<file path="config.mk">
export PLATFORM = sky130hd
export DESIGN_NAME = multi_cycle_ctrl
export DESIGN_NICKNAME = d
export VERILOG_FILES = /design/src/rtl/multi_cycle_ctrl_pkg.sv /design/src/rtl/multi_cycle_ctrl_decode.sv /design/src/rtl/multi_cycle_ctrl.sv
export SDC_FILE = /design/constraint.sdc
export NUM_CORES = 1
export LEC_CHECK = 0
export BUFFER_PORTS_ARGS = -buffer_cell sky130_fd_sc_hd__buf_2
export CORE_UTILIZATION = 60
export CTS_BUF_LIST = sky130_fd_sc_hd__clkbuf_8
export DETAILED_ROUTE_END_ITERATION = 8
export PLACE_DENSITY_LB_ADDON = 0.3
export SLEW_MARGIN = 20
export SYNTH_ARGS = -nofsm -noshare
export SYNTH_HDL_FRONTEND = slang
export SYNTH_SLANG_ARGS = --single-unit
</file>
<file path="constraint.sdc">
create_clock -name CLK -period 5.42 [get_ports CLK]
set_clock_uncertainty 0.05 [all_clocks]
set_input_delay 1.626 -clock CLK [delete_from_list [all_inputs] [get_ports CLK]]
set_output_delay 1.626 -clock CLK [all_outputs]
set_load 0.01 [all_outputs]
</file>
<file path="src/rtl/multi_cycle_ctrl_pkg.sv">
// multi_cycle_ctrl_pkg: opcodes, state encodings and control codes for the multi-cycle controller
package multi_cycle_ctrl_pkg;
  localparam logic [5:0] OP_ADD   = 6'b000000;
  localparam logic [5:0] OP_SUB   = 6'b000001;
  localparam logic [5:0] OP_ADDIU = 6'b000010;
  localparam logic [5:0] OP_AND   = 6'b010000;
  localparam logic [5:0] OP_ORI   = 6'b010010;
  localparam logic [5:0] OP_OR    = 6'b010100;
  localparam logic [5:0] OP_SLL   = 6'b011000;
  localparam logic [5:0] OP_SLT   = 6'b100111;
  localparam logic [5:0] OP_SW    = 6'b110000;
  localparam logic [5:0] OP_LW    = 6'b110001;
  localparam logic [5:0] OP_BEQ   = 6'b110100;
  localparam logic [5:0] OP_BNE   = 6'b110101;
  localparam logic [5:0] OP_J     = 6'b111000;
  localparam logic [5:0] OP_JR    = 6'b111001;
  localparam logic [5:0] OP_JAL   = 6'b111010;
  localparam logic [5:0] OP_HALT  = 6'b111111;
  // bit 3 separates HALT from IF; both report 000 externally
  typedef enum logic [3:0] {
    S_IF     = 4'b0000,
    S_ID     = 4'b0001,
    S_EXE_LS = 4'b0010,
    S_MEM    = 4'b0011,
    S_WB_LD  = 4'b0100,
    S_EXE_BR = 4'b0101,
    S_EXE_AL = 4'b0110,
    S_WB_AL  = 4'b0111,
    S_HALT   = 4'b1000
  } state_e;
  typedef enum logic [2:0] {
    ALU_ADD = 3'b000,
    ALU_SUB = 3'b001,
    ALU_SLL = 3'b010,
    ALU_AND = 3'b100,
    ALU_OR  = 3'b101,
    ALU_SLT = 3'b110
  } alu_op_e;
  typedef enum logic [1:0] {
    PC_NEXT   = 2'b00,
    PC_BRANCH = 2'b01,
    PC_JR     = 2'b10,
    PC_JUMP   = 2'b11
  } pc_src_e;
  typedef enum logic [1:0] {
    RD_RA = 2'b00,
    RD_RT = 2'b01,
    RD_RD = 2'b10
  } reg_dst_e;
  typedef enum logic [2:0] {C_ALU, C_BR, C_LS, C_JMP, C_HALT, C_NOP} op_class_e;
  function automatic op_class_e op_class(input logic [5:0] op);
    case (op)
      OP_ADD, OP_SUB, OP_ADDIU, OP_AND, OP_ORI, OP_OR, OP_SLL, OP_SLT: return C_ALU;
      OP_BEQ, OP_BNE: return C_BR;
      OP_LW, OP_SW: return C_LS;
      OP_J, OP_JR, OP_JAL: return C_JMP;
      OP_HALT: return C_HALT;
      default: return C_NOP;
    endcase
  endfunction
  function automatic logic is_rtype(input logic [5:0] op);
    return op == OP_ADD || op == OP_SUB || op == OP_AND || op == OP_OR || op == OP_SLL || op == OP_SLT;
  endfunction
endpackage

</file>
<file path="src/rtl/multi_cycle_ctrl_decode.sv">
// ctrl_decode: control outputs decoded from FSM state, held opcode and ALU flags
module ctrl_decode
  import multi_cycle_ctrl_pkg::*;
#(
  parameter int RA_REG = 31
) (
  input  state_e      state,
  input  logic [5:0]  op,
  input  logic        zero,
  input  logic        sign,
  output logic        pc_wre,
  output logic        ir_wre,
  output logic        reg_wre,
  output logic        m_rd,
  output logic        m_wr,
  output logic        alu_src_a,
  output logic        alu_src_b,
  output logic [2:0]  alu_op,
  output logic        ext_sel,
  output logic [1:0]  reg_dst,
  output logic        db_data_src,
  output logic [1:0]  pc_src,
  output logic        halted
);
  op_class_e cls;
  logic      taken;
  logic      link;
  logic      unused_sign;
  assign unused_sign = sign;
  always_comb begin
    cls         = op_class(op);
    taken       = (op == OP_BEQ && zero) || (op == OP_BNE && !zero);
    // a link to r0 would be discarded by the register file anyway
    link        = state == S_ID && op == OP_JAL && RA_REG != 0;
    ir_wre      = state == S_IF;
    pc_wre      = (state == S_ID && (cls == C_JMP || cls == C_NOP)) || state == S_EXE_BR ||
                  (state == S_MEM && op == OP_SW) || state == S_WB_AL || state == S_WB_LD;
    reg_wre     = state == S_WB_AL || state == S_WB_LD || link;
    m_rd        = state == S_MEM && op == OP_LW;
    m_wr        = state == S_MEM && op == OP_SW;
    pc_src      = (state == S_EXE_BR && taken) ? PC_BRANCH :
                  (state == S_ID && (op == OP_J || op == OP_JAL)) ? PC_JUMP :
                  (state == S_ID && op == OP_JR) ? PC_JR : PC_NEXT;
    alu_op      = (op == OP_SUB || op == OP_BEQ || op == OP_BNE) ? ALU_SUB :
                  (op == OP_AND) ? ALU_AND :
                  (op == OP_OR || op == OP_ORI) ? ALU_OR :
                  (op == OP_SLL) ? ALU_SLL :
                  (op == OP_SLT) ? ALU_SLT : ALU_ADD;
    alu_src_a   = op == OP_SLL;
    alu_src_b   = op == OP_ADDIU || op == OP_ORI || op == OP_LW || op == OP_SW;
    ext_sel     = op != OP_ORI;
    reg_dst     = (op == OP_JAL) ? RD_RA : is_rtype(op) ? RD_RD : RD_RT;
    db_data_src = op == OP_LW;
    halted      = state == S_HALT;
  end
endmodule

</file>
<file path="src/rtl/multi_cycle_ctrl.sv">
// multi_cycle_ctrl: multi-cycle CPU control FSM with held opcode and registered state
module multi_cycle_ctrl
  import multi_cycle_ctrl_pkg::*;
#(
  parameter int RA_REG = 31
) (
  input  logic       CLK,
  input  logic       RST,
  input  logic [5:0] Op_code,
  input  logic       zero,
  input  logic       sign,
  output logic [2:0] state,
  output logic       PCWre,
  output logic       IRWre,
  output logic       RegWre,
  output logic       mRD,
  output logic       mWR,
  output logic       ALUSrcA,
  output logic       ALUSrcB,
  output logic [2:0] ALUOp,
  output logic       ExtSel,
  output logic [1:0] RegDst,
  output logic       DBDataSrc,
  output logic [1:0] PCSrc,
  output logic       Halted
);
  state_e     state_q, state_d;
  logic [5:0] op_q, op_d, dec_op;
  op_class_e  id_cls;
  logic       pc_wre, ir_wre, reg_wre, m_rd, m_wr, halted;
  always_comb begin
    id_cls  = op_class(Op_code);
    op_d    = (state_q == S_ID) ? Op_code : op_q;
    state_d = S_IF;
    case (state_q)
      S_IF:     state_d = S_ID;
      S_ID:     state_d = (id_cls == C_ALU) ? S_EXE_AL :
                          (id_cls == C_BR) ? S_EXE_BR :
                          (id_cls == C_LS) ? S_EXE_LS :
                          (id_cls == C_HALT) ? S_HALT : S_IF;
      S_EXE_AL: state_d = S_WB_AL;
      S_EXE_LS: state_d = S_MEM;
      S_MEM:    state_d = (op_q == OP_LW) ? S_WB_LD : S_IF;
      S_HALT:   state_d = S_HALT;
      default:  state_d = S_IF;
    endcase
    // ID decodes the freshly loaded instruction register; later states use the held copy
    dec_op  = (state_q == S_ID) ? Op_code : op_q;
  end
  always_ff @(posedge CLK) begin
    if (RST) begin
      state_q <= S_IF;
      op_q    <= '0;
    end else begin
      state_q <= state_d;
      op_q    <= op_d;
    end
  end
  ctrl_decode #(.RA_REG(RA_REG)) u_decode (
    .state       (state_q),
    .op          (dec_op),
    .zero        (zero),
    .sign        (sign),
    .pc_wre      (pc_wre),
    .ir_wre      (ir_wre),
    .reg_wre     (reg_wre),
    .m_rd        (m_rd),
    .m_wr        (m_wr),
    .alu_src_a   (ALUSrcA),
    .alu_src_b   (ALUSrcB),
    .alu_op      (ALUOp),
    .ext_sel     (ExtSel),
    .reg_dst     (RegDst),
    .db_data_src (DBDataSrc),
    .pc_src      (PCSrc),
    .halted      (halted)
  );
  always_comb begin
    state  = state_q[2:0];
    PCWre  = pc_wre & ~RST;
    IRWre  = ir_wre & ~RST;
    RegWre = reg_wre & ~RST;
    mRD    = m_rd & ~RST;
    mWR    = m_wr & ~RST;
    Halted = halted & ~RST;
  end
endmodule

</file>
* After elaboration in Yosys (flattened, before gate mapping)
Memory sizes are Yosys's and may differ from the RTL's.
Cells that the tools add are included.
** Storage, ports and cells
- Output and inout port bits :: 20
- Memory bits (read-only) :: 384
- Memories kept :: 2
- Logic and storage cells :: 90
- Register bits after elaboration :: 10
- Bits of input ports :: 10
** Cells by class
- Bitwise logic cells :: 7
- Eq/ne operators :: 29
- Reduce and logical (&&, ||, !) cells :: 33
- Muxes and demuxes :: 17
** Memory list
- (name not given) :: words 64, width 3, read ports 1, clocked after Yosys merged registers in 0, write ports 0, line multi_cycle_ctrl_pkg.sv:52 : case (op)
- (name not given) :: words 64, width 3, read ports 1, clocked after Yosys merged registers in 0, write ports 0, line multi_cycle_ctrl_pkg.sv:52
** Operator list (number)
- equality test 6 bit (second input constant) :: 9
- equality test 6 x 5 -> 1 bit (second input constant) :: 4
- case mux 4 bit (6 select lines) :: 1
- logical OR 1 bit :: 20
- 2-to-1 mux 3 bit :: 6
- equality test 4 x 3 -> 1 bit (second input constant) :: 4
- 2-to-1 mux 4 bit :: 4
- 2-to-1 mux 2 bit :: 5
- logical AND 1 bit :: 9
- equality test 4 x 2 -> 1 bit (second input constant) :: 2
- bitwise AND 1 bit :: 6
- equality test 3 x 2 -> 1 bit (second input constant) :: 2
- equality test 3 bit (second input constant) :: 2
- equality test 6 x 1 -> 1 bit (second input constant) :: 1
- equality test 6 x 2 -> 1 bit (second input constant) :: 1
- logical NOT 6 bit :: 1
- 2-to-1 mux 6 bit :: 1
- inequality test 6 x 5 -> 1 bit (second input constant) :: 1
- equality test 4 x 1 -> 1 bit (second input constant) :: 1
- equality test 4 bit (second input constant) :: 1
- logical NOT 4 bit :: 1
- equality test 3 x 1 -> 1 bit (second input constant) :: 1
- logical NOT 3 bit :: 1
- logical NOT 1 bit :: 1
- NOT 1 bit :: 1

* Logic depth before layout (Yosys ltp)
An unclocked memory read counts as a cell.
- Depth in word-level cells :: 11
- Depth in mapped cells :: 7
- Mapped depth without buffers :: 5

* Modules after synthesis
From an unflattened synthesis, not the netlist that was laid out.
** Second synthesis, totals
- Cell total of the unflattened synthesis :: 155
- Area, all modules :: 1161.1 um2
** Modules (own cells, without submodules)
- multi_cycle_ctrl :: area an instance 710.7 um2, times used 1, seq. area each 200.2 um2, cells each 85
- ctrl_decode :: area an instance 450.4 um2, times used 1, seq. area each 0.0 um2, cells each 70

* Worst setup path after synthesis
OpenSTA, ideal clock, no wires.
- Path kind :: input -> output
- From :: input port Op_code[2]
- To :: output port PCWre
- Cell stages on the path :: 7
- Required time :: 3744 ps
- Buffers on the path :: 2
- Setup slack :: 778 ps
- Arrival time :: 2966 ps
- Cell sequence :: clkbuf_1 clkbuf_1 nand2_1 and4_1 o21ai_1 a21oi_1 o32ai_1
** On the way
- Word-level cells in the longest chain between the ends :: 10
- Elaborated cells between the ends (all ways) :: 13
- Classes of those cells :: eq/ne (3); mux (1); bitwise (1); reduce/logical (7); memory (1)
** Ends and longest elaborated chain
- start: declaration :: line multi_cycle_ctrl.sv:9 : input logic [5:0] Op_code,
- 2-to-1 mux 6 bit (*) :: line multi_cycle_ctrl.sv:48 : dec_op = (state_q == S_ID) ? Op_code : op_q;
- memory (64 x 3 bit)
- equality test 3 x 2 -> 1 bit / equality test 3 bit (equally long branches) :: line multi_cycle_ctrl_decode.sv:36 : pc_wre = (state == S_ID && (cls == C_JMP || cls == C_NOP)) || state == S_EXE_BR ||
- logical OR 1 bit :: line multi_cycle_ctrl_decode.sv:36
- logical AND 1 bit :: line multi_cycle_ctrl_decode.sv:36
- logical OR 1 bit :: line multi_cycle_ctrl_decode.sv:36
- logical OR 1 bit (*) :: line multi_cycle_ctrl_decode.sv:36
- logical OR 1 bit (*) (2 in a row) :: line multi_cycle_ctrl_decode.sv:37 : (state == S_MEM && op == OP_SW) || state == S_WB_AL || state == S_WB_LD;
- bitwise AND 1 bit (*) :: line multi_cycle_ctrl.sv:80 : PCWre = pc_wre & ~RST;
- end: declaration :: line multi_cycle_ctrl.sv:13 : output logic PCWre,
Mark *: on every way between the ends. The rest lies on a longest branch, timed or not.

* Final worst setup path
- From :: input port Op_code[0]
- To :: output port RegWre
** On the way
- Word-level cells in the longest chain between the ends :: 5
** Ends and longest elaborated chain
- 2-to-1 mux 6 bit :: line multi_cycle_ctrl.sv:48
- equality test 6 bit :: line multi_cycle_ctrl_decode.sv:34 : link = state == S_ID && op == OP_JAL && RA_REG != 0;
- logical AND 1 bit :: line multi_cycle_ctrl_decode.sv:34
- logical OR 1 bit :: line multi_cycle_ctrl_decode.sv:38 : reg_wre = state == S_WB_AL || state == S_WB_LD || link;
- bitwise AND 1 bit :: line multi_cycle_ctrl.sv:82 : RegWre = reg_wre & ~RST;
- end: declaration :: line multi_cycle_ctrl.sv:15 : output logic RegWre,
Every way passes these cells.

==> report_table.html <==
<table>
<tr><th>Metric</th><th>Value</th></tr>
<tr><th colspan="2">Routing</th></tr>
<tr><td>Post-detailed-route count of antenna-violating nets</td><td>0</td></tr>
<tr><td>Detailed Route WL</td><td>3340 um</td></tr>
<tr><td>Via count normalized by instance count</td><td>6.25</td></tr>
<tr><td>Final routed DRC violation total</td><td>0</td></tr>
<tr><td>Routed WL per cell</td><td>14.9 um</td></tr>
<tr><td>Via count of the routed design</td><td>1406</td></tr>
<tr><td>Initial detailed-routing violation count</td><td>79</td></tr>
<tr><td>Pre-antenna DRT Iters</td><td>4</td></tr>
<tr><th colspan="2">Clock network</th></tr>
<tr><td>Reg clk slew, reported paths</td><td>0.05 ns</td></tr>
<tr><td>Post-cts resize count</td><td>0</td></tr>
<tr><td>Max Root-Sink Buffers</td><td>2</td></tr>
<tr><td>Num Clock Sinks</td><td>10</td></tr>
<tr><td>Clk Tree Root Cell</td><td>sky130_fd_sc_hd__clkbuf_8</td></tr>
<tr><td>CTS H-tree lvls</td><td>1</td></tr>
<tr><td>Source-to-sink clock delay at the later pin of the worst-skew pair</td><td>0.24 ns</td></tr>
<tr><td>Total of hold buffers inserted after clock tree synthesis</td><td>0</td></tr>
<tr><td>Post-CTS setup-driven buffer insertion count</td><td>0</td></tr>
<tr><td>Clock tree from TritonCTS</td><td>built</td></tr>
<tr><td>Number of buffers inserted during clock tree synthesis</td><td>3</td></tr>
<tr><th colspan="2">Cells and area</th></tr>
<tr><td>Layout-stage area growth over the synthesis result</td><td>8.68%</td></tr>
<tr><td>Combined area of the multi-input logic cells</td><td>927 sq um</td></tr>
<tr><td>Fraction of final layout cells sized beyond drive strength 1</td><td>0.197</td></tr>
<tr><td>Non-filler instance count after layout</td><td>225</td></tr>
<tr><td>Register area</td><td>200 sq um</td></tr>
<tr><td>Fill count</td><td>172</td></tr>
<tr><td>Ant. Diodes</td><td>0</td></tr>
<tr><td>Net count of the finished layout</td><td>209</td></tr>
<tr><th colspan="2">Global route</th></tr>
<tr><td>Maximum number of pins on one net before global-route repair</td><td>19</td></tr>
<tr><td>Number of global-route vias before repair</td><td>1110</td></tr>
<tr><td>Number of antenna violations at the first check in global routing</td><td>0</td></tr>
<tr><td>Total congestion overflow</td><td>0</td></tr>
<tr><td>First-pass GRT wire length</td><td>5190 um</td></tr>
<tr><td>Total GRT Usage</td><td>0.316</td></tr>
<tr><th colspan="2">Synthesis</th></tr>
<tr><td>Cell taking the most area after synthesis</td><td>sky130_fd_sc_hd__dfxtp_1</td></tr>
<tr><td>Synth top area cells</td><td>sky130_fd_sc_hd__dfxtp_1, sky130_fd_sc_hd__nor2_1, sky130_fd_sc_hd__mux2i_1</td></tr>
<tr><td>Async set-or-reset flop fraction in the synthesized netlist</td><td>0</td></tr>
<tr><td>Cell Area, Synth</td><td>1270 sq um</td></tr>
<tr><td>Warning count from the yosys run</td><td>0</td></tr>
<tr><td>Post-synth cell types</td><td>48</td></tr>
<tr><td>Per-instance average area after synthesis</td><td>6.71 sq um</td></tr>
<tr><td>Cell with the most instances after synthesis</td><td>sky130_fd_sc_hd__nor2_1</td></tr>
<tr><td>Sequential cell area fraction in the yosys report</td><td>0.158</td></tr>
<tr><td>Portion of synthesized cell area occupied by the leading cell type</td><td>0.158</td></tr>
<tr><td>Synthesized net count</td><td>199</td></tr>
<tr><td>Most common flop cell mapped by yosys</td><td>sky130_fd_sc_hd__dfxtp_1</td></tr>
<tr><td>Ranking of synthesized cells by instance count</td><td>sky130_fd_sc_hd__nor2_1, sky130_fd_sc_hd__nand2_1, sky130_fd_sc_hd__a21oi_1, sky130_fd_sc_hd__clkbuf_1, sky130_fd_sc_hd__nor3_1</td></tr>
<tr><td>Number of enable-type register cells in the synthesized netlist</td><td>0</td></tr>
<tr><td>Gate count of the mapped netlist</td><td>189</td></tr>
<tr><td>Post-synthesis sequential element count</td><td>10</td></tr>
<tr><th colspan="2">STA</th></tr>
<tr><td>RSZ-0062 raised after global routing</td><td>false</td></tr>
<tr><td>Number of pins with negative max-slew slack in the final report</td><td>0</td></tr>
<tr><td>Final hold vios</td><td>0</td></tr>
<tr><td>Fraction of the cycle the final worst path needs</td><td>0.896</td></tr>
<tr><td>Slew @ Worst Pin</td><td>0.848 ns</td></tr>
<tr><td>Final setup fails</td><td>0</td></tr>
<tr><td>Worst rel slew slack</td><td>0.418</td></tr>
<tr><td>Total Neg Setup Slack</td><td>0 ns</td></tr>
<tr><td>Maximum clock rate</td><td>206 MHz</td></tr>
<tr><td>Fin crit period</td><td>4.86 ns</td></tr>
<tr><th colspan="2">Placement</th></tr>
<tr><td>Half-perimeter wire length of the detailed placement result</td><td>2360 um</td></tr>
<tr><td>Port bufs</td><td>28</td></tr>
<tr><td>Final Wtd Congestion</td><td>0.917</td></tr>
<tr><td>Number of placed cells counting well taps</td><td>221</td></tr>
<tr><th colspan="2">Critical path</th></tr>
<tr><td>Kind of start point of the critical path</td><td>input port</td></tr>
<tr><td>Worst EP arrival</td><td>3.18 ns</td></tr>
<tr><td>Worst Path Required</td><td>3.74 ns</td></tr>
<tr><td>Critical path fanouts, max</td><td>13</td></tr>
<tr><td>Crit path kind</td><td>input port to primary output</td></tr>
<tr><td>Critical Path Sink Type</td><td>primary output</td></tr>
<tr><th colspan="2">Die</th></tr>
<tr><td>DIE WIDTH</td><td>48.0 um</td></tr>
<tr><td>Total Die Area</td><td>2300 sq um</td></tr>
<tr><td>Floorplan die height</td><td>48.0 um</td></tr>
<tr><td>Cell row count</td><td>16</td></tr>
<tr><td>Placeable core area</td><td>1980 sq um</td></tr>
<tr><td>Effective utilization at floorplan</td><td>0.640</td></tr>
<tr><td>Number of I/O pins</td><td>30</td></tr>
<tr><th colspan="2">Power and ir drop</th></tr>
<tr><td>IR drop worst, VDD</td><td>0.156 mV</td></tr>
<tr><td>Leakage Power</td><td>0.579 nW</td></tr>
<tr><td>Pwr Density</td><td>266 nW/um^2</td></tr>
<tr><th colspan="2">Hold path</th></tr>
<tr><td>Class of the most critical hold timing path</td><td>flop to flop</td></tr>
<tr><th colspan="2">Run</th></tr>
<tr><td>Max-cap violations</td><td>0</td></tr>
<tr><th colspan="2">Status</th></tr>
<tr><td>Run status</td><td>finished clean</td></tr>
</table>
-- stage by stage --
step                      hold WS [ns]  setup WS (ns)  area (sq um)  power (mW)   util
final                            0.629          0.562          1380       0.367  0.696
after global routing             0.663          0.462          1380       0.391  0.696
after CTS                        0.630          0.615          1380       0.363  0.696
after detailed placement         0.621          0.622          1320       0.269  0.668
after global placement           0.603          0.654          1320       0.265  0.668
after floorplan                  0.553          0.778          1270       0.234      -
-- flip-flops by register name (all words and copies together), names as in the netlist --
| signal | cells |
|---|---|
| state_q | 4 |
| op_q | 6 |
-- layout by cell type, fill, tap and decap left out, types with 3 or more instances in the layout --
master | synthesis | layout
sky130_fd_sc_hd__buf_2 | 4 | 28
sky130_fd_sc_hd__nor3_1 | 13 | 13
sky130_fd_sc_hd__dfxtp_1 | 10 | 10
sky130_fd_sc_hd__nor2b_1 | 3 | 3
sky130_fd_sc_hd__clkbuf_8 | 0 | 4
sky130_fd_sc_hd__nand2b_1 | 7 | 7
sky130_fd_sc_hd__nand3_1 | 8 | 8
sky130_fd_sc_hd__o21ai_0 | 3 | 3
sky130_fd_sc_hd__mux2i_1 | 8 | 8
sky130_fd_sc_hd__a21oi_1 | 13 | 13
sky130_fd_sc_hd__a211oi_1 | 5 | 5
sky130_fd_sc_hd__nor2_1 | 24 | 24
sky130_fd_sc_hd__o22ai_1 | 3 | 3
sky130_fd_sc_hd__nand2_1 | 14 | 14
sky130_fd_sc_hd__o21ai_1 | 6 | 6
sky130_fd_sc_hd__nand3b_1 | 3 | 3
sky130_fd_sc_hd__inv_1 | 4 | 4
sky130_fd_sc_hd__nand4_1 | 5 | 5
-- critical path, cell delays in order --
cell	delay, ns
sky130_fd_sc_hd__buf_2	0.17
sky130_fd_sc_hd__mux2i_1	0.66
sky130_fd_sc_hd__and2b_1	0.30
sky130_fd_sc_hd__nand4_1	0.13
sky130_fd_sc_hd__a21oi_1	0.16
sky130_fd_sc_hd__buf_2	0.14
-- routing by layer --
layer / vias up / GRT usage / part of all wire
met1: 619 / 0.446 / 0.44
met4: 0 / 0.128 / 0.017
met2: 79 / 0.497 / 0.46
li1: 701 / - / -
met3: 7 / 0.0151 / 0.086
met5: - / 0 / 0
-- kinds of logic after synthesis --
| logic type | Yosys count | synth area share |
|---|---|---|
| XOR/XNOR | 1 | 0.00690 |
| flip-flops | 10 | 0.158 |
| AND/OR/NAND/NOR | 95 | 0.416 |
| AO/OA/AOI/OAI | 45 | 0.227 |
| multiplexers | 10 | 0.0809 |
| buffers and inverters | 28 | 0.111 |
-- final timing paths --
path              cells after the start  startpoint  slack [ns]          to
setup / recovery                      6  Op_code[0]        0.56      RegWre
hold / removal                        2  state_q[3]        0.63  state_q[3]
setup reg to reg                      3  state_q[0]        3.23     op_q[0]
hold reg to reg                       2  state_q[3]        0.63  state_q[3]
-- power breakdown --
group / switching, mW / internal, mW
Combinational: 0.0985 / 0.0695
Sequential: 0.0220 / 0.0821
Clock: 0.0309 / 0.0640
Total: 0.151 / 0.216
-- cell type report --
class                      count  area share
timing repair buffer          29       0.107
clock buffer                   4      0.0399
sequential                    10       0.145
multi-input combinational    151       0.672
tap                           27      0.0245
inverter                       4      0.0109
No activity file was read; power rests on OpenSTA's default activity.
